==> src/rtl/gumnut_port_pkg.sv <==
// -----------------------------------------------------------------------------
// gumnut_port_pkg
//   Shared definitions for the Gumnut port-bus responder: register offsets
//   within the 4-register window, CTRL register bit positions and the packed
//   layout of the CTRL register.
//
//   Optional feature macro: GUMNUT_PORT_TIMER_EN (used by the importing files).
// -----------------------------------------------------------------------------
package gumnut_port_pkg;

    // Register offsets relative to BASE_ADDR
    localparam logic [1:0] OFF_LED    = 2'd0;
    localparam logic [1:0] OFF_SW     = 2'd1;
    localparam logic [1:0] OFF_RELOAD = 2'd2;
    localparam logic [1:0] OFF_CTRL   = 2'd3;

    // CTRL register bit indices
    localparam int CTRL_TMR_EN  = 0;
    localparam int CTRL_INT_EN  = 1;
    localparam int CTRL_EXPIRED = 7;

    // CTRL register as seen on a read
    typedef struct packed {
        logic       expired;   // bit 7, write-1-to-clear
        logic [4:0] rsvd;      // bits 6..2, always read as 0
        logic       int_en;    // bit 1
        logic       tmr_en;    // bit 0
    } ctrl_t;

endpackage : gumnut_port_pkg

==> src/rtl/port_timer.sv <==
// -----------------------------------------------------------------------------
// port_timer
//   Reloadable interval timer for the Gumnut port responder. A prescaler
//   divides clk_i by PRESCALE to produce ticks; each tick decrements an 8-bit
//   counter, and a tick seen at count 0 sets the expired flag and reloads the
//   counter from RELOAD. expired is cleared by int_ack_i or by writing 1 to
//   CTRL bit 7; a set and a clear in the same cycle leave it set.
//   Only instantiated when GUMNUT_PORT_TIMER_EN is defined.
//
// Ports
//   clk_i        in   clock
//   rst_i        in   synchronous active-high reset
//   reload_we_i  in   write strobe for RELOAD (one cycle per bus write)
//   ctrl_we_i    in   write strobe for CTRL   (one cycle per bus write)
//   wdat_i       in   8-bit write data from the bus
//   int_ack_i    in   CPU interrupt acknowledge, clears expired
//   reload_o     out  current RELOAD register value
//   ctrl_o       out  current CTRL register value (ctrl_t layout)
//   int_req_o    out  registered expired & int_en
// -----------------------------------------------------------------------------
module port_timer
    import gumnut_port_pkg::*;
#(
    parameter int PRESCALE = 256
) (
    input  logic       clk_i,
    input  logic       rst_i,
    input  logic       reload_we_i,
    input  logic       ctrl_we_i,
    input  logic [7:0] wdat_i,
    input  logic       int_ack_i,
    output logic [7:0] reload_o,
    output ctrl_t      ctrl_o,
    output logic       int_req_o
);

    localparam int            PW        = (PRESCALE > 2) ? $clog2(PRESCALE) : 1;
    localparam logic [PW-1:0] PRESC_MAX = PW'(PRESCALE - 1);

    logic [PW-1:0] presc_q,   presc_d;
    logic [7:0]    count_q,   count_d;
    logic [7:0]    reload_q,  reload_d;
    logic          tmr_en_q,  tmr_en_d;
    logic          int_en_q,  int_en_d;
    logic          expired_q, expired_d;
    logic          int_req_q, int_req_d;

    logic          tick;
    logic          expire_set;
    logic          expire_clr;

    always_comb begin
        reload_d   = reload_q;
        tmr_en_d   = tmr_en_q;
        int_en_d   = int_en_q;
        presc_d    = presc_q;
        count_d    = count_q;
        expire_set = 1'b0;
        expire_clr = 1'b0;
        tick       = tmr_en_q && (presc_q == PRESC_MAX);

        if (reload_we_i) begin
            reload_d = wdat_i;
        end

        if (ctrl_we_i) begin
            tmr_en_d = wdat_i[CTRL_TMR_EN];
            int_en_d = wdat_i[CTRL_INT_EN];
        end

        // Prescaler and counter only advance while enabled; disabling freezes both.
        if (tmr_en_q) begin
            presc_d = tick ? '0 : presc_q + 1'b1;
        end

        if (tick) begin
            if (count_q == 8'd0) begin
                count_d = reload_q;
                // A zero reload value keeps the counter parked at 0 without ever firing.
                expire_set = (reload_q != 8'd0);
            end else begin
                count_d = count_q - 8'd1;
            end
        end

        // Rising edge of tmr_en restarts a full interval from RELOAD.
        if (ctrl_we_i && !tmr_en_q && wdat_i[CTRL_TMR_EN]) begin
            count_d = reload_q;
            presc_d = '0;
        end

        expire_clr = int_ack_i || (ctrl_we_i && wdat_i[CTRL_EXPIRED]);

        // Set has priority so an expiry coinciding with an acknowledge is never lost.
        if (expire_set) begin
            expired_d = 1'b1;
        end else if (expire_clr) begin
            expired_d = 1'b0;
        end else begin
            expired_d = expired_q;
        end

        int_req_d = expired_q && int_en_q;
    end

    always_ff @(posedge clk_i) begin
        if (rst_i) begin
            presc_q   <= '0;
            count_q   <= 8'd0;
            reload_q  <= 8'd0;
            tmr_en_q  <= 1'b0;
            int_en_q  <= 1'b0;
            expired_q <= 1'b0;
            int_req_q <= 1'b0;
        end else begin
            presc_q   <= presc_d;
            count_q   <= count_d;
            reload_q  <= reload_d;
            tmr_en_q  <= tmr_en_d;
            int_en_q  <= int_en_d;
            expired_q <= expired_d;
            int_req_q <= int_req_d;
        end
    end

    always_comb begin
        ctrl_o         = '0;
        ctrl_o.expired = expired_q;
        ctrl_o.int_en  = int_en_q;
        ctrl_o.tmr_en  = tmr_en_q;
    end

    assign reload_o  = reload_q;
    assign int_req_o = int_req_q;

endmodule : port_timer

==> src/rtl/gumnut_port_responder.sv <==
// -----------------------------------------------------------------------------
// gumnut_port_responder
//   Responder end of the Gumnut CPU I/O port bus. Decodes a 4-register window
//   at BASE_ADDR, completes every selected transfer with a single-cycle ack one
//   cycle after the request, and owns the board I/O: an LED output register,
//   a 2-flop synchronised switch input and, optionally, an interval timer that
//   drives the CPU interrupt request.
//
//   Register window (offset from BASE_ADDR):
//     0 LED    read/write
//     1 SW     read-only, writes are acked and ignored
//     2 RELOAD timer reload value
//     3 CTRL   b0 tmr_en, b1 int_en, b7 expired (write 1 to clear)
//
//   Optional feature macro: GUMNUT_PORT_TIMER_EN
//     defined   : timer, RELOAD and CTRL are implemented.
//     undefined : offsets 2 and 3 still ack, read 8'h00 and ignore writes;
//                 int_req_o is held at 0 and int_ack_i is ignored.
//
// Ports
//   clk_i        in   clock, all state on posedge
//   rst_i        in   synchronous active-high reset
//   port_cyc_i   in   bus cycle in progress
//   port_stb_i   in   transfer request
//   port_we_i    in   1 = write, 0 = read
//   port_adr_i   in   8-bit port address
//   port_dat_i   in   8-bit write data
//   port_dat_o   out  8-bit read data, non-zero only while port_ack_o=1
//   port_ack_o   out  single-cycle transfer-complete pulse
//   int_req_o    out  interrupt request to the CPU
//   int_ack_i    in   interrupt acknowledge pulse from the CPU
//   sw_i         in   asynchronous board switches
//   led_o        out  board LEDs
// -----------------------------------------------------------------------------
module gumnut_port_responder
    import gumnut_port_pkg::*;
#(
    parameter logic [7:0] BASE_ADDR = 8'h00,
    parameter int         PRESCALE  = 256
) (
    input  logic       clk_i,
    input  logic       rst_i,
    input  logic       port_cyc_i,
    input  logic       port_stb_i,
    input  logic       port_we_i,
    input  logic [7:0] port_adr_i,
    input  logic [7:0] port_dat_i,
    output logic [7:0] port_dat_o,
    output logic       port_ack_o,
    output logic       int_req_o,
    input  logic       int_ack_i,
    input  logic [7:0] sw_i,
    output logic [7:0] led_o
);

    logic       ack_q,      ack_d;
    logic [7:0] dat_q,      dat_d;
    logic [7:0] led_q,      led_d;
    logic [7:0] sw_meta_q;
    logic [7:0] sw_sync_q;

    logic       sel;
    logic       fire;
    logic       wr_fire;
    logic       rd_fire;
    logic [1:0] off;
    logic [7:0] rdata;

    logic [7:0] tmr_reload;
    ctrl_t      tmr_ctrl;
    logic       tmr_int_req;

    // BASE_ADDR is 4-aligned, so the low address bits are the register offset.
    assign sel = port_cyc_i && port_stb_i && (port_adr_i[7:2] == BASE_ADDR[7:2]);
    assign off = port_adr_i[1:0];

    // A request is serviced only on the cycle before ack rises; with stb held
    // high the ack cycle itself is skipped, giving one transfer every 2 cycles.
    assign fire    = sel && !ack_q;
    assign wr_fire = fire && port_we_i;
    assign rd_fire = fire && !port_we_i;

    always_comb begin
        rdata = 8'h00;
        case (off)
            OFF_LED:    rdata = led_q;
            OFF_SW:     rdata = sw_sync_q;
            OFF_RELOAD: rdata = tmr_reload;
            OFF_CTRL:   rdata = tmr_ctrl;
            default:    rdata = 8'h00;
        endcase
    end

    always_comb begin
        ack_d = fire;
        dat_d = rd_fire ? rdata : 8'h00;
        led_d = led_q;
        if (wr_fire && (off == OFF_LED)) begin
            led_d = port_dat_i;
        end
    end

    always_ff @(posedge clk_i) begin
        if (rst_i) begin
            ack_q     <= 1'b0;
            dat_q     <= 8'h00;
            led_q     <= 8'h00;
            sw_meta_q <= 8'h00;
            sw_sync_q <= 8'h00;
        end else begin
            ack_q     <= ack_d;
            dat_q     <= dat_d;
            led_q     <= led_d;
            sw_meta_q <= sw_i;
            sw_sync_q <= sw_meta_q;
        end
    end

`ifdef GUMNUT_PORT_TIMER_EN
    port_timer #(
        .PRESCALE (PRESCALE)
    ) u_timer (
        .clk_i       (clk_i),
        .rst_i       (rst_i),
        .reload_we_i (wr_fire && (off == OFF_RELOAD)),
        .ctrl_we_i   (wr_fire && (off == OFF_CTRL)),
        .wdat_i      (port_dat_i),
        .int_ack_i   (int_ack_i),
        .reload_o    (tmr_reload),
        .ctrl_o      (tmr_ctrl),
        .int_req_o   (tmr_int_req)
    );
`else
    logic unused_timer;
    assign unused_timer = ^{int_ack_i, PRESCALE[0]};

    assign tmr_reload  = 8'h00;
    assign tmr_ctrl    = '0;
    assign tmr_int_req = 1'b0;
`endif

    assign port_ack_o = ack_q;
    assign port_dat_o = dat_q;
    assign led_o      = led_q;
    assign int_req_o  = tmr_int_req;

endmodule : gumnut_port_responder

==> config.mk <==
export PLATFORM = sky130hd
export DESIGN_NAME = gumnut_port_responder
export DESIGN_NICKNAME = d
export VERILOG_FILES = /design/src/rtl/gumnut_port_pkg.sv /design/src/rtl/port_timer.sv /design/src/rtl/gumnut_port_responder.sv
export SDC_FILE = /design/constraint.sdc
export NUM_CORES = 1
export LEC_CHECK = 0
export BUFFER_PORTS_ARGS = -buffer_cell sky130_fd_sc_hd__clkbuf_2
export CORE_MARGIN = 5
export CORE_UTILIZATION = 49
export CTS_CLUSTER_DIAMETER = 80
export DETAILED_ROUTE_END_ITERATION = 8
export PLACE_DENSITY = 0.85
export SLEW_MARGIN = 20
export SYNTH_ARGS = -nofsm -noshare
export SYNTH_HDL_FRONTEND = slang
export SYNTH_SLANG_ARGS = --single-unit
==> constraint.sdc <==
create_clock -name clk_i -period 3.3 [get_ports clk_i]
set_input_delay 0.825 -clock clk_i [delete_from_list [all_inputs] [get_ports clk_i]]
set_output_delay 0.825 -clock clk_i [all_outputs]
set_load 0.03 [all_outputs]
Word level (Yosys, flattened, before mapping)
Index checks and enable logic that the tools add are counted.

Div/mod/pow operators: 0. Reductions and logical operators: 12. Multiplexer cells: 1. Equality and inequality tests: 3. $add $sub $neg: 0. Magnitude comparators: 0. Bitwise gates (word level): 1. Shift-type cells: 0. $mul: 0.

Operator list (count): 8-bit case mux with 3 select lines (1); 1-bit logical AND (6); 6-bit zero test (1); 2-bit == test (second input constant) (2); 2-bit OR reduction (2); 2-bit by 1-bit == test with 1-bit output (second input constant) (1); 1-bit zero test (2); 2-bit zero test (1); 1-bit inverter (1).

Logic and storage cells: 22. Input bits: 30. Memories kept: 0. Bits in read-only memories: 0. Output and inout port bits: 18. Bits in registers: 33. Latch bits: 0. RAM bits: 0.

Longest topological paths before layout
Depth in word-level cells: 6. Depth in mapped cells: 5. Gate-level depth less buffers: 3.

Worst setup path after synthesis
Ideal clock, no wire load.

Path kind: input -> register. Start: input port_adr_i[2]. End: register led_q[0], in the netlist led_o[0]. Slack: 1.598 ns. Setup time: 0.072 ns. Arrival time: 1.631 ns. Data required time: 3.228 ns. Buffers on the path: 1. Cell stages on the path: 4. Cell sequence: nor4_4 -> and4_1 -> buf_6 -> mux2i_1.

Cells in the longest elaborated chain, start to end: 5.

RTL lines: from (decl) (RTL line gumnut_port_responder.sv:46) `input logic [7:0] port_adr_i,`; 6-bit zero test (RTL line gumnut_port_responder.sv:74) `assign sel = port_cyc_i && port_stb_i && (port_adr_i[7:2] == BASE_ADDR[7:2]);`; 1-bit logical AND (RTL line gumnut_port_responder.sv:74); 1-bit logical AND (RTL line gumnut_port_responder.sv:79) `assign fire = sel && !ack_q;`; 1-bit logical AND (RTL line gumnut_port_responder.sv:80) `assign wr_fire = fire && port_we_i;`; 1-bit logical AND (RTL line gumnut_port_responder.sv:98) `if (wr_fire && (off == OFF_LED)) begin`; to (signal assigned) (RTL line gumnut_port_responder.sv:113) `led_q <= led_d;`; to (decl) (RTL line gumnut_port_responder.sv:58) `logic [7:0] led_q, led_d;`.

No other way between the ends. A chain may end at the register's enable or synchronous reset.

Final worst setup path
Start: input port_adr_i[0]. End: register led_q[3], in the netlist led_o[3].

Cells in the longest elaborated chain, start to end: 2.

RTL lines (RTL line): 2-bit zero test (gumnut_port_responder.sv:98); 1-bit logical AND (gumnut_port_responder.sv:98).

No other way between the ends.

==> results.yml <==
synthesis:
  synth_top_family_by_area: "simple AND/OR/NAND/NOR gates"
  ys_seq_area_share_pct: 56.5
  synth_top_cell_by_area: "dfxtp_1"
  syn_area_per_cell_sq_um: 11.1
  synthMostInstantiatedCell: "dfxtp_1"
  yosys_warnings: 0
  synth_seq_cells: 33
  synth_area_leaders: "dfxtp_1 56%, mux2i_1 14%, nand2b_1 8.6%, nor2b_1 8.6%, nor2_1 2.9%"
  synth_cell_types: 16
  synthCells: 105
  synth_commonest_cells: "33 x dfxtp_1, 16 x mux2i_1, 16 x nand2b_1, 16 x nor2b_1, 9 x nor2_1"
  synthSimpleGateAreaFrac_pct: 26.0
  synth_xor_area_share_pct: 0
  synth_top_area_share_pct: 56.5
  synth_edf_count: 0
  synth-compound-area-share_pct: 0
  synth_ff_type: "dfxtp_1"
  muxShareOfSynthArea_pct: 13.7
  async_flop_share_pct: 0
  synth_area_sq_um: 1170
  synth_nets: 135
  synthAdderAreaFrac_pct: 0
power_and_ir_drop:
  powerDensity_nw_per_um2: 456
  power_leakage_nw: 0.643
  ir_worst_vdd_mv: 0.243
timing:
  rsz0062_at_grt: "no"
  fin_setup_tns_ps: 0
  maxSlewViolCount: 0
  max_freq_mhz: 552
  fin_skew_ps: 6.21
  whs_ps: 441
  tightest_slew_ps: 543
  finalCriticalPeriod_ps: 1810
  final-hold-violation-count: 0
  setup_violations: 0
  slew_headroom_pct: 63.8
  fin_crit_sh_pct: 54.9
worst_setup_path:
  path_class: "primary input to flip-flop"
  start_kind: "primary input"
  required_ps: 3540
  cp_cell_sequence: "clkbuf_2 -> nor3b_1 -> and4_1 -> mux2i_1"
  worst_ep_arrival_time_ps: 2050
  cp_slowest_cell: "and4_1"
  max_stage_delay_ps: 530
  worst-path-max-fanout: 9
  cp-end-kind: "flip-flop"
detailed_routing:
  drt_iter0_drc: 19
  vias_per_cell: 4.65
  vias: 837
  wl_per_cell_um: 12.0
  finalWirelength_mm: 2.17
  ant_nets: 0
  drc: 0
  drtPass1Iterations: 4
floorplanning:
  initial_utilization_pct: 51.9
  die_area_sq_um: 3460
  coreArea_sq_um: 2250
  die_w_um: 58.9
  rows: 17
  fp.dieH_um: 58.9
  pin_count: 48
placed_design:
  place.gp.congestion: 0.691
  io_buffers: 45
  dpl.hpwl_mm: 1.62
cts:
  cts-root-buf: "clkbuf_4"
  hold_buffers: 0
  postCtsSetupRepairBufs: 0
  clk_pin_slew_ps: 90
  cts_buffer_depth: 2
  numCtsBuffers: 5
  tritoncts: "yes"
  clock-sinks: 33
  clock_latency_ps: 320
  h-tree-depth: 2
  cts_resized: 0
global_route:
  grt-busiest-layer: "met2"
  global_route.usage.met3_pct: 5.48
  gr-total-overflow: 0
  grt_pass1_vias: 863
  antenna_found_initial: 0
  grtUsageMet2_pct: 25.4
  grt_start_max_net_pins: 35
  use_met1_pct: 14.5
  track_usage_pct: 14.6
  grt_pass1_wl_mm: 3.66
cells_and_area:
  fin_util_pct: 63.9
  fill_cells: 208
  final_nets: 181
  antenna_cells: 0
  area_delta_synth_final_pct: 23.1
  regArea_sq_um: 661
  multiInputGateArea_sq_um: 468
  drive_gt1_share_pct: 34.9
status:
  status: "completed"
job:
  maxCapViolations: 0
worst_hold_path:
  hp-class: "flip-flop to flip-flop"
kinds of logic after synthesis:
family	after synthesis
and+or+nand+nor	49
buffers and inverters	6
other	1
DFF	33
muxes	16
power breakdown:
part | leakage [nW] | switching [mW] | total (mW) | internal, mW
clock | 0.0320 | 0.122 | 0.203 | 0.0810
sequential | 0.269 | 0.00181 | 0.409 | 0.407
combinational | 0.342 | 0.0199 | 0.0447 | 0.0248
total | 0.643 | 0.143 | 0.656 | 0.513
final cells by class:
type	instances	share of cell area, %
tap	28	2.43
clock inverter	2	0.695
timing repair buffer	45	15.6
sequential	33	45.9
clock buffer	6	2.87
multi-input combinational	66	32.5
through the flow:
stage | instance area [sq um] | std cells | worst slack (ps) | power, mW
floorplan | 1170 | 105 | 1600 | 0.444
global placement | 1390 | 172 | 1170 | 0.461
detailed placement | 1390 | 172 | 1130 | 0.463
CTS | 1440 | 180 | 1470 | 0.667
global route | 1440 | 180 | 1370 | 0.695
finish | 1440 | 180 | 1490 | 0.656
cells in the final DEF (no fill, tap or decap):
master	netlist	routed
clkbuf_2	0	45
nor3b_1	2	2
conb_1	1	1
and3b_1	1	1
clkinv_2	0	2
nor3_1	1	1
clkbuf_1	3	1
nand4_1	1	1
clkbuf_4	0	5
nor4_4	1	1
nor2_1	9	9
nand3_1	1	1
nor2b_1	16	16
and4_1	1	1
nand2b_1	16	16
mux2i_1	16	16
dfxtp_1	33	33
layer usage:
| metal | vias to the layer above | wire length [um] |
|---|---|---|
| met5 | - | 0 |
| met4 | 0 | 45 |
| met3 | 4 | 176 |
| met2 | 29 | 1120 |
| met1 | 376 | 826 |
| li1 | 428 | - |
critical path: cells and delay by family:
family                 cells  cell delay (ps)
muxes                      1              250
and+or+nand+nor            2              750
buffers and inverters      1              220
state kept, by name, summed over array words and instances, names as in the netlist:
name and flops:
led_o 8, port_dat_o 8, sw_meta_q 8, sw_sync_q 8, port_ack_o 1
path summary, 6_finish.rpt:
path | slack [ps] | from | depth (start not counted) | end
min | 440 | sw_meta_q[0]$_SDFF_PP0_ | 1 | sw_sync_q[0]$_SDFF_PP0_
min reg2reg | 440 | sw_meta_q[0]$_SDFF_PP0_ | 1 | sw_sync_q[0]$_SDFF_PP0_
max | 1490 | port_adr_i[0] | 4 | led_o[3]$_SDFFE_PP0P_
max reg2reg | 1990 | port_ack_o$_SDFF_PP0_ | 3 | led_o[3]$_SDFFE_PP0P_
Power figures use the tool's default switching activity.
